===== src/rtl/sram_host_pkg.sv =====
// Shared types and constants for the serial SRAM controller host bridge.
package sram_host_pkg;

  localparam int unsigned DATA_WIDTH  = 8;
  localparam int unsigned ADDR_WIDTH  = 10;
  localparam int unsigned FRAME_WIDTH = ADDR_WIDTH + DATA_WIDTH;

  localparam logic [1:0] CTRL_MODE_LOAD  = 2'b00;
  localparam logic [1:0] CTRL_MODE_READ  = 2'b01;
  localparam logic [1:0] CTRL_MODE_WRITE = 2'b11;

  typedef enum logic [3:0] {
    S_IDLE,
    S_LD_SETUP,
    S_LD_ARM,
    S_LD_GAP,
    S_LD_SHIFT,
    S_LD_WRDY,
    S_LD_REL1,
    S_LD_REL2,
    S_LD_WIDLE,
    S_XF_SETUP,
    S_XF_ARM,
    S_XF_WRDY,
    S_XF_REL1,
    S_XF_REL2,
    S_XF_WIDLE,
    S_DONE
  } state_e;

endpackage


===== src/rtl/sram_ctrl_frame_shifter.sv =====
// Frame serializer toward CTRL_SI (LSB first) and byte deserializer from CTRL_SO.
module sram_ctrl_frame_shifter
  import sram_host_pkg::*;
#(
  parameter int unsigned FRAME_W = FRAME_WIDTH,
  parameter int unsigned BYTE_W  = DATA_WIDTH
) (
  input  logic               clk,
  input  logic               rst,
  input  logic               start,
  input  logic               shift,
  input  logic [FRAME_W-1:0] frame,
  input  logic               so,
  output logic               si,
  output logic [BYTE_W-1:0]  so_byte,
  output logic               done_c
);

  localparam int unsigned BIT_W = $clog2(BYTE_W);

  logic [FRAME_W-1:0] sr;
  logic [4:0]         cnt;

  assign done_c = shift && (cnt == 5'(FRAME_W - 1));

  // si always shows the bit of the current shift cycle; returns low after the last bit
  always_ff @(posedge clk) begin
    if (rst) begin
      sr      <= '0;
      cnt     <= '0;
      si      <= 1'b0;
      so_byte <= '0;
    end else if (start) begin
      sr      <= frame >> 1;
      si      <= frame[0];
      cnt     <= '0;
      so_byte <= '0;
    end else if (shift) begin
      if (cnt < 5'(BYTE_W)) so_byte[cnt[BIT_W-1:0]] <= so;
      if (done_c) begin
        si  <= 1'b0;
        cnt <= '0;
      end else begin
        si  <= sr[0];
        sr  <= sr >> 1;
        cnt <= cnt + 5'd1;
      end
    end
  end

endmodule


===== src/rtl/sram_ctrl_host_bridge.sv =====
// Host-side master turning byte/word requests into SRAM controller load/xfer/flush sequences.
// Optional wait-state timeout abort: define SRAM_HOST_BRIDGE_TIMEOUT_EN.
module sram_ctrl_host_bridge
  import sram_host_pkg::*;
#(
  parameter int unsigned MEMORY_DATA_WIDTH = 8,
  parameter int unsigned MEMORY_ADDR_WIDTH = 10,
  parameter int unsigned TIMEOUT_CYCLES    = 4096
) (
  input  logic                           CLK,
  input  logic                           RST,
  input  logic                           REQ_VALID,
  output logic                           REQ_READY,
  input  logic                           REQ_WR,
  input  logic                           REQ_WORD,
  input  logic [MEMORY_ADDR_WIDTH-1:0]   REQ_ADDR,
  input  logic [2*MEMORY_DATA_WIDTH-1:0] REQ_WDATA,
  output logic                           RSP_VALID,
  output logic [2*MEMORY_DATA_WIDTH-1:0] RSP_RDATA,
  output logic                           RSP_ERR,
  output logic                           BUSY,
  output logic                           CTRL_BGN,
  output logic [1:0]                     CTRL_MODE,
  output logic                           LOAD_N,
  output logic                           CTRL_SI,
  input  logic                           CTRL_RDY,
  input  logic                           CTRL_SO
);

  localparam int unsigned DW = MEMORY_DATA_WIDTH;
  localparam int unsigned AW = MEMORY_ADDR_WIDTH;
  localparam int unsigned WW = 2 * MEMORY_DATA_WIDTH;
  localparam int unsigned FW = AW + DW;

  state_e        state_q, state_d;
  logic          flush_q, flush_d;
  logic          byte_q, byte_d;
  logic          wr_q, word_q;
  logic [AW-1:0] addr_q;
  logic [WW-1:0] wdata_q;
  logic [WW-1:0] rd_acc_q, rd_acc_d;
  logic          bgn_q, bgn_d, load_n_q, load_n_d;
  logic [1:0]    mode_q, mode_d;
  logic          ready_q, valid_q, err_q, busy_q;
  logic [WW-1:0] rdata_q;

  logic          accept_c, abort_c, sh_done_c;
  logic [AW-1:0] cur_addr_c;
  logic [DW-1:0] cur_data_c, so_byte;
  logic [FW-1:0] frame_c;

  assign accept_c = (state_q == S_IDLE) && REQ_VALID && ready_q;

  // Word ops send the odd (high) byte first; flush frames are all zero
  assign cur_addr_c = word_q ? {addr_q[AW-1:1], ~byte_q} : addr_q;
  assign cur_data_c = !wr_q ? '0 : (word_q && !byte_q) ? wdata_q[WW-1:DW] : wdata_q[DW-1:0];
  assign frame_c    = flush_q ? '0 : {cur_addr_c, cur_data_c};

`ifdef SRAM_HOST_BRIDGE_TIMEOUT_EN
  logic [15:0] tmo_q;
  logic        wait_c, wait_ok_c;

  assign wait_c    = (state_q == S_LD_WRDY) || (state_q == S_LD_WIDLE) ||
                     (state_q == S_XF_WRDY) || (state_q == S_XF_WIDLE);
  assign wait_ok_c = ((state_q == S_LD_WRDY) || (state_q == S_XF_WRDY)) ? CTRL_RDY : !CTRL_RDY;
  assign abort_c   = wait_c && !wait_ok_c && (tmo_q >= 16'(TIMEOUT_CYCLES));

  always_ff @(posedge CLK) begin
    if (RST || (state_d != state_q)) tmo_q <= '0;
    else if (wait_c)                 tmo_q <= tmo_q + 16'd1;
  end
`else
  assign abort_c = 1'b0;
`endif

  sram_ctrl_frame_shifter #(
    .FRAME_W (FW),
    .BYTE_W  (DW)
  ) u_shifter (
    .clk     (CLK),
    .rst     (RST),
    .start   (state_q == S_LD_GAP),
    .shift   (state_q == S_LD_SHIFT),
    .frame   (frame_c),
    .so      (CTRL_SO),
    .si      (CTRL_SI),
    .so_byte (so_byte),
    .done_c  (sh_done_c)
  );

  // Next state, then next controller drive from the state being entered
  always_comb begin
    state_d  = state_q;
    flush_d  = flush_q;
    byte_d   = byte_q;
    rd_acc_d = rd_acc_q;
    bgn_d    = bgn_q;
    mode_d   = mode_q;
    load_n_d = load_n_q;

    case (state_q)
      S_IDLE: if (accept_c) begin
        state_d  = S_LD_SETUP;
        flush_d  = 1'b0;
        byte_d   = 1'b0;
        rd_acc_d = '0;
      end
      S_LD_SETUP: state_d = S_LD_ARM;
      S_LD_ARM:   state_d = S_LD_GAP;
      S_LD_GAP:   state_d = S_LD_SHIFT;
      S_LD_SHIFT: if (sh_done_c) state_d = S_LD_WRDY;
      S_LD_WRDY:  if (CTRL_RDY) state_d = S_LD_REL1;
      S_LD_REL1:  state_d = S_LD_REL2;
      S_LD_REL2:  state_d = S_LD_WIDLE;
      S_LD_WIDLE: if (!CTRL_RDY) begin
        if (!flush_q) begin
          state_d = S_XF_SETUP;
        end else begin
          if (word_q && !byte_q) rd_acc_d[WW-1:DW] = so_byte;
          else                   rd_acc_d[DW-1:0]  = so_byte;
          if (word_q && !byte_q) begin
            state_d = S_LD_SETUP;
            byte_d  = 1'b1;
            flush_d = 1'b0;
          end else begin
            state_d = S_DONE;
          end
        end
      end
      S_XF_SETUP: state_d = S_XF_ARM;
      S_XF_ARM:   state_d = S_XF_WRDY;
      S_XF_WRDY:  if (CTRL_RDY) state_d = S_XF_REL1;
      S_XF_REL1:  state_d = S_XF_REL2;
      S_XF_REL2:  state_d = S_XF_WIDLE;
      S_XF_WIDLE: if (!CTRL_RDY) begin
        if (!wr_q) begin
          state_d = S_LD_SETUP;
          flush_d = 1'b1;
        end else if (word_q && !byte_q) begin
          state_d = S_LD_SETUP;
          byte_d  = 1'b1;
        end else begin
          state_d = S_DONE;
        end
      end
      S_DONE:  state_d = S_IDLE;
      default: state_d = S_IDLE;
    endcase

    if (abort_c) state_d = S_DONE;

    case (state_d)
      S_LD_SETUP: begin
        bgn_d  = 1'b1;
        mode_d = CTRL_MODE_LOAD;
      end
      S_XF_SETUP: begin
        bgn_d  = 1'b1;
        mode_d = wr_q ? CTRL_MODE_WRITE : CTRL_MODE_READ;
      end
      S_LD_ARM, S_XF_ARM:   load_n_d = 1'b0;
      S_LD_REL1, S_XF_REL1: bgn_d    = 1'b0;
      S_LD_REL2, S_XF_REL2: load_n_d = 1'b1;
      default: ;
    endcase

    if (abort_c) begin
      bgn_d    = 1'b0;
      load_n_d = 1'b1;
    end
  end

  always_ff @(posedge CLK) begin
    if (RST) begin
      state_q  <= S_IDLE;
      flush_q  <= 1'b0;
      byte_q   <= 1'b0;
      wr_q     <= 1'b0;
      word_q   <= 1'b0;
      addr_q   <= '0;
      wdata_q  <= '0;
      rd_acc_q <= '0;
      bgn_q    <= 1'b0;
      mode_q   <= CTRL_MODE_LOAD;
      load_n_q <= 1'b1;
      ready_q  <= 1'b1;
      valid_q  <= 1'b0;
      err_q    <= 1'b0;
      busy_q   <= 1'b0;
      rdata_q  <= '0;
    end else begin
      state_q  <= state_d;
      flush_q  <= flush_d;
      byte_q   <= byte_d;
      rd_acc_q <= rd_acc_d;
      bgn_q    <= bgn_d;
      mode_q   <= mode_d;
      load_n_q <= load_n_d;
      ready_q  <= (state_d == S_IDLE);
      busy_q   <= (state_d != S_IDLE);
      valid_q  <= (state_d == S_DONE);
      err_q    <= abort_c;
      if ((state_d == S_DONE) && !abort_c && !wr_q) rdata_q <= rd_acc_d;
      if (accept_c) begin
        wr_q    <= REQ_WR;
        word_q  <= REQ_WORD;
        addr_q  <= REQ_ADDR;
        wdata_q <= REQ_WDATA;
      end
    end
  end

  assign REQ_READY = ready_q;
  assign RSP_VALID = valid_q;
  assign RSP_RDATA = rdata_q;
  assign RSP_ERR   = err_q;
  assign BUSY      = busy_q;
  assign CTRL_BGN  = bgn_q;
  assign CTRL_MODE = mode_q;
  assign LOAD_N    = load_n_q;

endmodule


===== config.mk =====
export PLATFORM = sky130hd
export DESIGN_NAME = sram_ctrl_host_bridge
export DESIGN_NICKNAME = d
export VERILOG_FILES = /design/src/rtl/sram_host_pkg.sv /design/src/rtl/sram_ctrl_frame_shifter.sv /design/src/rtl/sram_ctrl_host_bridge.sv
export SDC_FILE = /design/constraint.sdc
export NUM_CORES = 1
export LEC_CHECK = 0
export ABC_AREA = 1
export CAP_MARGIN = 10
export CORE_MARGIN = 1.5
export CORE_UTILIZATION = 45
export DETAILED_ROUTE_END_ITERATION = 8
export PLACE_DENSITY = 0.7
export SLEW_MARGIN = 20
export SYNTH_ARGS = -nofsm -noshare
export SYNTH_HDL_FRONTEND = slang
export SYNTH_SLANG_ARGS = --single-unit

===== constraint.sdc =====
create_clock -name CLK -period 2.8 [get_ports CLK]
set_clock_uncertainty 0.15 [all_clocks]
set_input_delay 0.28 -clock CLK [delete_from_list [all_inputs] [get_ports CLK]]
set_output_delay 0.28 -clock CLK [all_outputs]
set_load 0.01 [all_outputs]

==> results.yml <==
outcome:
  result_of_the_run: "completed"
sta:
  finalHoldViolations: 0
  setup_repair_after_global_routing_missed_its_margin: "no"
  setup_viol: 0
  max_slew.worst_pin.slew_ns: 0.559
  final.period_utilization_pct: 81.7
  timing.fmax_mhz: 437
  setup_total_negative_slack_ns: 0
  relSlewSlack_pct: 62.6
  timing.final.max_slew_violations: 0
  layout_min_cycle_time_ns: 2.29
die:
  io_pins: 58
  die_width_um: 104
  row_cnt: 36
  die_area_um2: 10800
  die_y_um: 104
  core_area_um2: 9860
  start_util_pct: 46.7
route:
  detailedRoute.firstPassIterationCount: 7
  ant_nets: 0
  average_detailed_routed_wire_length_per_instance_um: 11.9
  detail_route.drc_violations: 0
  routed_via_density: 4.97
  drt_first_iter_violations: 155
  routed-via-count: 4086
  routed_wl_um: 9780
synth:
  synth-edff-count: 0
  yosys_register_bits: 104
  synthDominantCellAreaShare_pct: 45.2
  ys.warnings.count: 0
  netlist_cell_types: 35
  synth_cells: 640
  postSynth.topFlopCell: "sky130_fd_sc_hd__dfxtp_1"
  post_synth.cell_area_avg_um2: 7.19
  synth_seq_area_share_pct: 45.2
  yosysMostFrequentCell: "sky130_fd_sc_hd__nand2_1"
  async_flop_share_pct: 0
  synth_fp_nets: 675
  yosysTopAreaCell: "sky130_fd_sc_hd__dfxtp_1"
  synth.cells.most_frequent: "sky130_fd_sc_hd__nand2_1, sky130_fd_sc_hd__dfxtp_1, sky130_fd_sc_hd__inv_1"
  synth_area_um2: 4600
  post_synth_main_area_contributors: "sky130_fd_sc_hd__dfxtp_1, sky130_fd_sc_hd__nand2_1, sky130_fd_sc_hd__inv_1, sky130_fd_sc_hd__nor2_1, sky130_fd_sc_hd__a21oi_1"
worst_setup_path:
  cp.arrival_ns: 2.41
  worst_path_required_time_ns: 2.92
  timing_worst_setup_path_type: "flop to flop"
  worst-path-max-fanout: 23
  critPathCaptureType: "flop"
  start_kind: "flop"
power_and_ir_drop:
  power_report.internal_total_uw: 2520
  swShare_pct: 35.5
  flop_pwr_share_pct: 48.1
  power.switching_uw: 1390
  worst_ir_drop_vdd_uv: 405
  p_leak_uw: 0.00217
  combinationalPowerShare_pct: 28.8
  power_per_cell_area_nw_per_um2: 722
  share_clk_of_total_power_pct: 23.1
cts:
  cts_hold_buffers: 0
  post_cts_resized: 0
  cts_post_setup_buffers_inserted: 0
  cts_htree_levels: 3
  cts.clk_slew.worst_paths_ns: 0.10
  tritoncts: "yes"
  ctsLongestPathBuffers: 2
  clk-insertion-delay-late_ns: 0.37
  clock_sinks: 104
  tritoncts.num_buffers: 9
  root_buffer_selected_by_cts: "sky130_fd_sc_hd__clkbuf_8"
global_routing:
  grt_antenna_before_repair: 0
  grt_first_pass_wirelength_um: 17300
  grt_pass1_vias: 3880
  globalRouteOverflowTotal: 0
  grt_usage_pct: 19.0
  grt_max_degree: 58
finish:
  drive_above_1_share_pct: 7.69
  n_antenna_cell: 0
  stdcell_count: 822
  final_nets: 719
  syn2layout_area_growth_pct: 17.7
  layout.filler_cells: 963
job:
  max-cap-violations: 0
placed_design:
  dp_hpwl_um: 7000
  portBuffers: 56
  post-place-cells: 806
  globalplace.congestion: 0.968
min_path:
  min-delay-path-class: "flop to flop"
==> critical path: stages (launching register included) <==
cell,delay [ns]
sky130_fd_sc_hd__dfxtp_1,0.48
sky130_fd_sc_hd__nand2_1,0.13
sky130_fd_sc_hd__inv_1,0.11
sky130_fd_sc_hd__nand2_2,0.27
sky130_fd_sc_hd__nand2_1,0.22
sky130_fd_sc_hd__nand2_2,0.18
sky130_fd_sc_hd__inv_2,0.36
sky130_fd_sc_hd__nor2_1,0.07
sky130_fd_sc_hd__a311oi_1,0.22
==> cells by family after synthesis <==
kind of cell / Yosys count / share of synthesized area [%]
other: 1 / 0.0815
adders and majority gates: 2 / 0.544
DFF: 104 / 45.2
buffers and inverters: 142 / 12.5
and+or+nand+nor: 254 / 23.6
AOI/OAI and AO/OA: 137 / 18.0
==> power groups by stage <==
stage	Clock (uW)	Combinational [uW]	Sequential, uW
after floorplan	0	859	1880
after global placement	0	1100	1910
after detailed placement	0	1130	1920
after CTS	928	1140	1880
after global routing	994	1290	1910
final	906	1130	1880
==> path summary, 6_finish.rpt <==
check | startpoint | to | slack (ns) | cells after the start
max | state_q[0] | u_shifter.sr[6] | 0.51 | 8
min | addr_q[9] | addr_q[9] | 0.30 | 2
max reg2reg | state_q[0] | u_shifter.sr[6] | 0.51 | 8
min reg2reg | addr_q[9] | addr_q[9] | 0.30 | 2
==> sequential cells by signal (all words and copies together) (netlist names) <==
name and cells:
BUSY 1, CTRL_BGN 1, CTRL_MODE 2, LOAD_N 1, REQ_READY 1, RSP_RDATA 16
RSP_VALID 1, addr_q 10, byte_q 1, flush_q 1, rd_acc_q 16, state_q 4
u_shifter.cnt 5, u_shifter.si 1, u_shifter.so_byte 8, u_shifter.sr 17, wdata_q 16, word_q 1
wr_q 1
==> metrics by stage <==
stage          util (%)  setup WS (ns)  hold slack [ns]  cell area, um^2  power [uW]
2_1_floorplan         -           1.10            0.269             4600        2740
3_3_place_gp       53.0          0.433            0.283             5230        3010
3_5_place_dp       53.0          0.371            0.289             5230        3050
4_1_cts            54.9          0.532            0.303             5420        3950
5_1_grt            54.9          0.275            0.322             5420        4200
6_report           54.9          0.512            0.301             5420        3910
==> final cells by class <==
class	instances	area (um^2)	share of cell area, %
Clock buffer	12	155	2.86
Clock inverter	4	33.8	0.624
Multi-Input combinational cell	394	1950	36.0
Inverter	113	424	7.83
Tap cell	133	166	3.07
Timing Repair Buffer	62	606	11.2
Sequential cell	104	2080	38.4
==> metal layers <==
metal,wire [um],vias to the layer above,GRT usage (%)
met4,123,0,4.37
met1,4610,1849,24.2
met2,4590,97,32.9
met5,0,-,0
met3,461,14,4.07
li1,-,2126,-
==> cell usage in the layout (no fill, tap or decap), drive strengths merged <==
cell           instances
inv                  115
nand2                113
dfxtp                104
nor2                 100
clkdlybuf4s50         56
a21oi                 49
o21ai                 46
nand3                 19
nor3                  16
o22ai                 14
clkbuf                12
a311oi                11
a221oi                 9
buf                    6
o211ai                 4
nand4                  4
a21boi                 2
ha                     2
clkinv                 2
a211oi                 1
nor4                   1
a31oi                  1
nor3b                  1
conb                   1
Note: power is estimated with default switching activity, not from simulation.
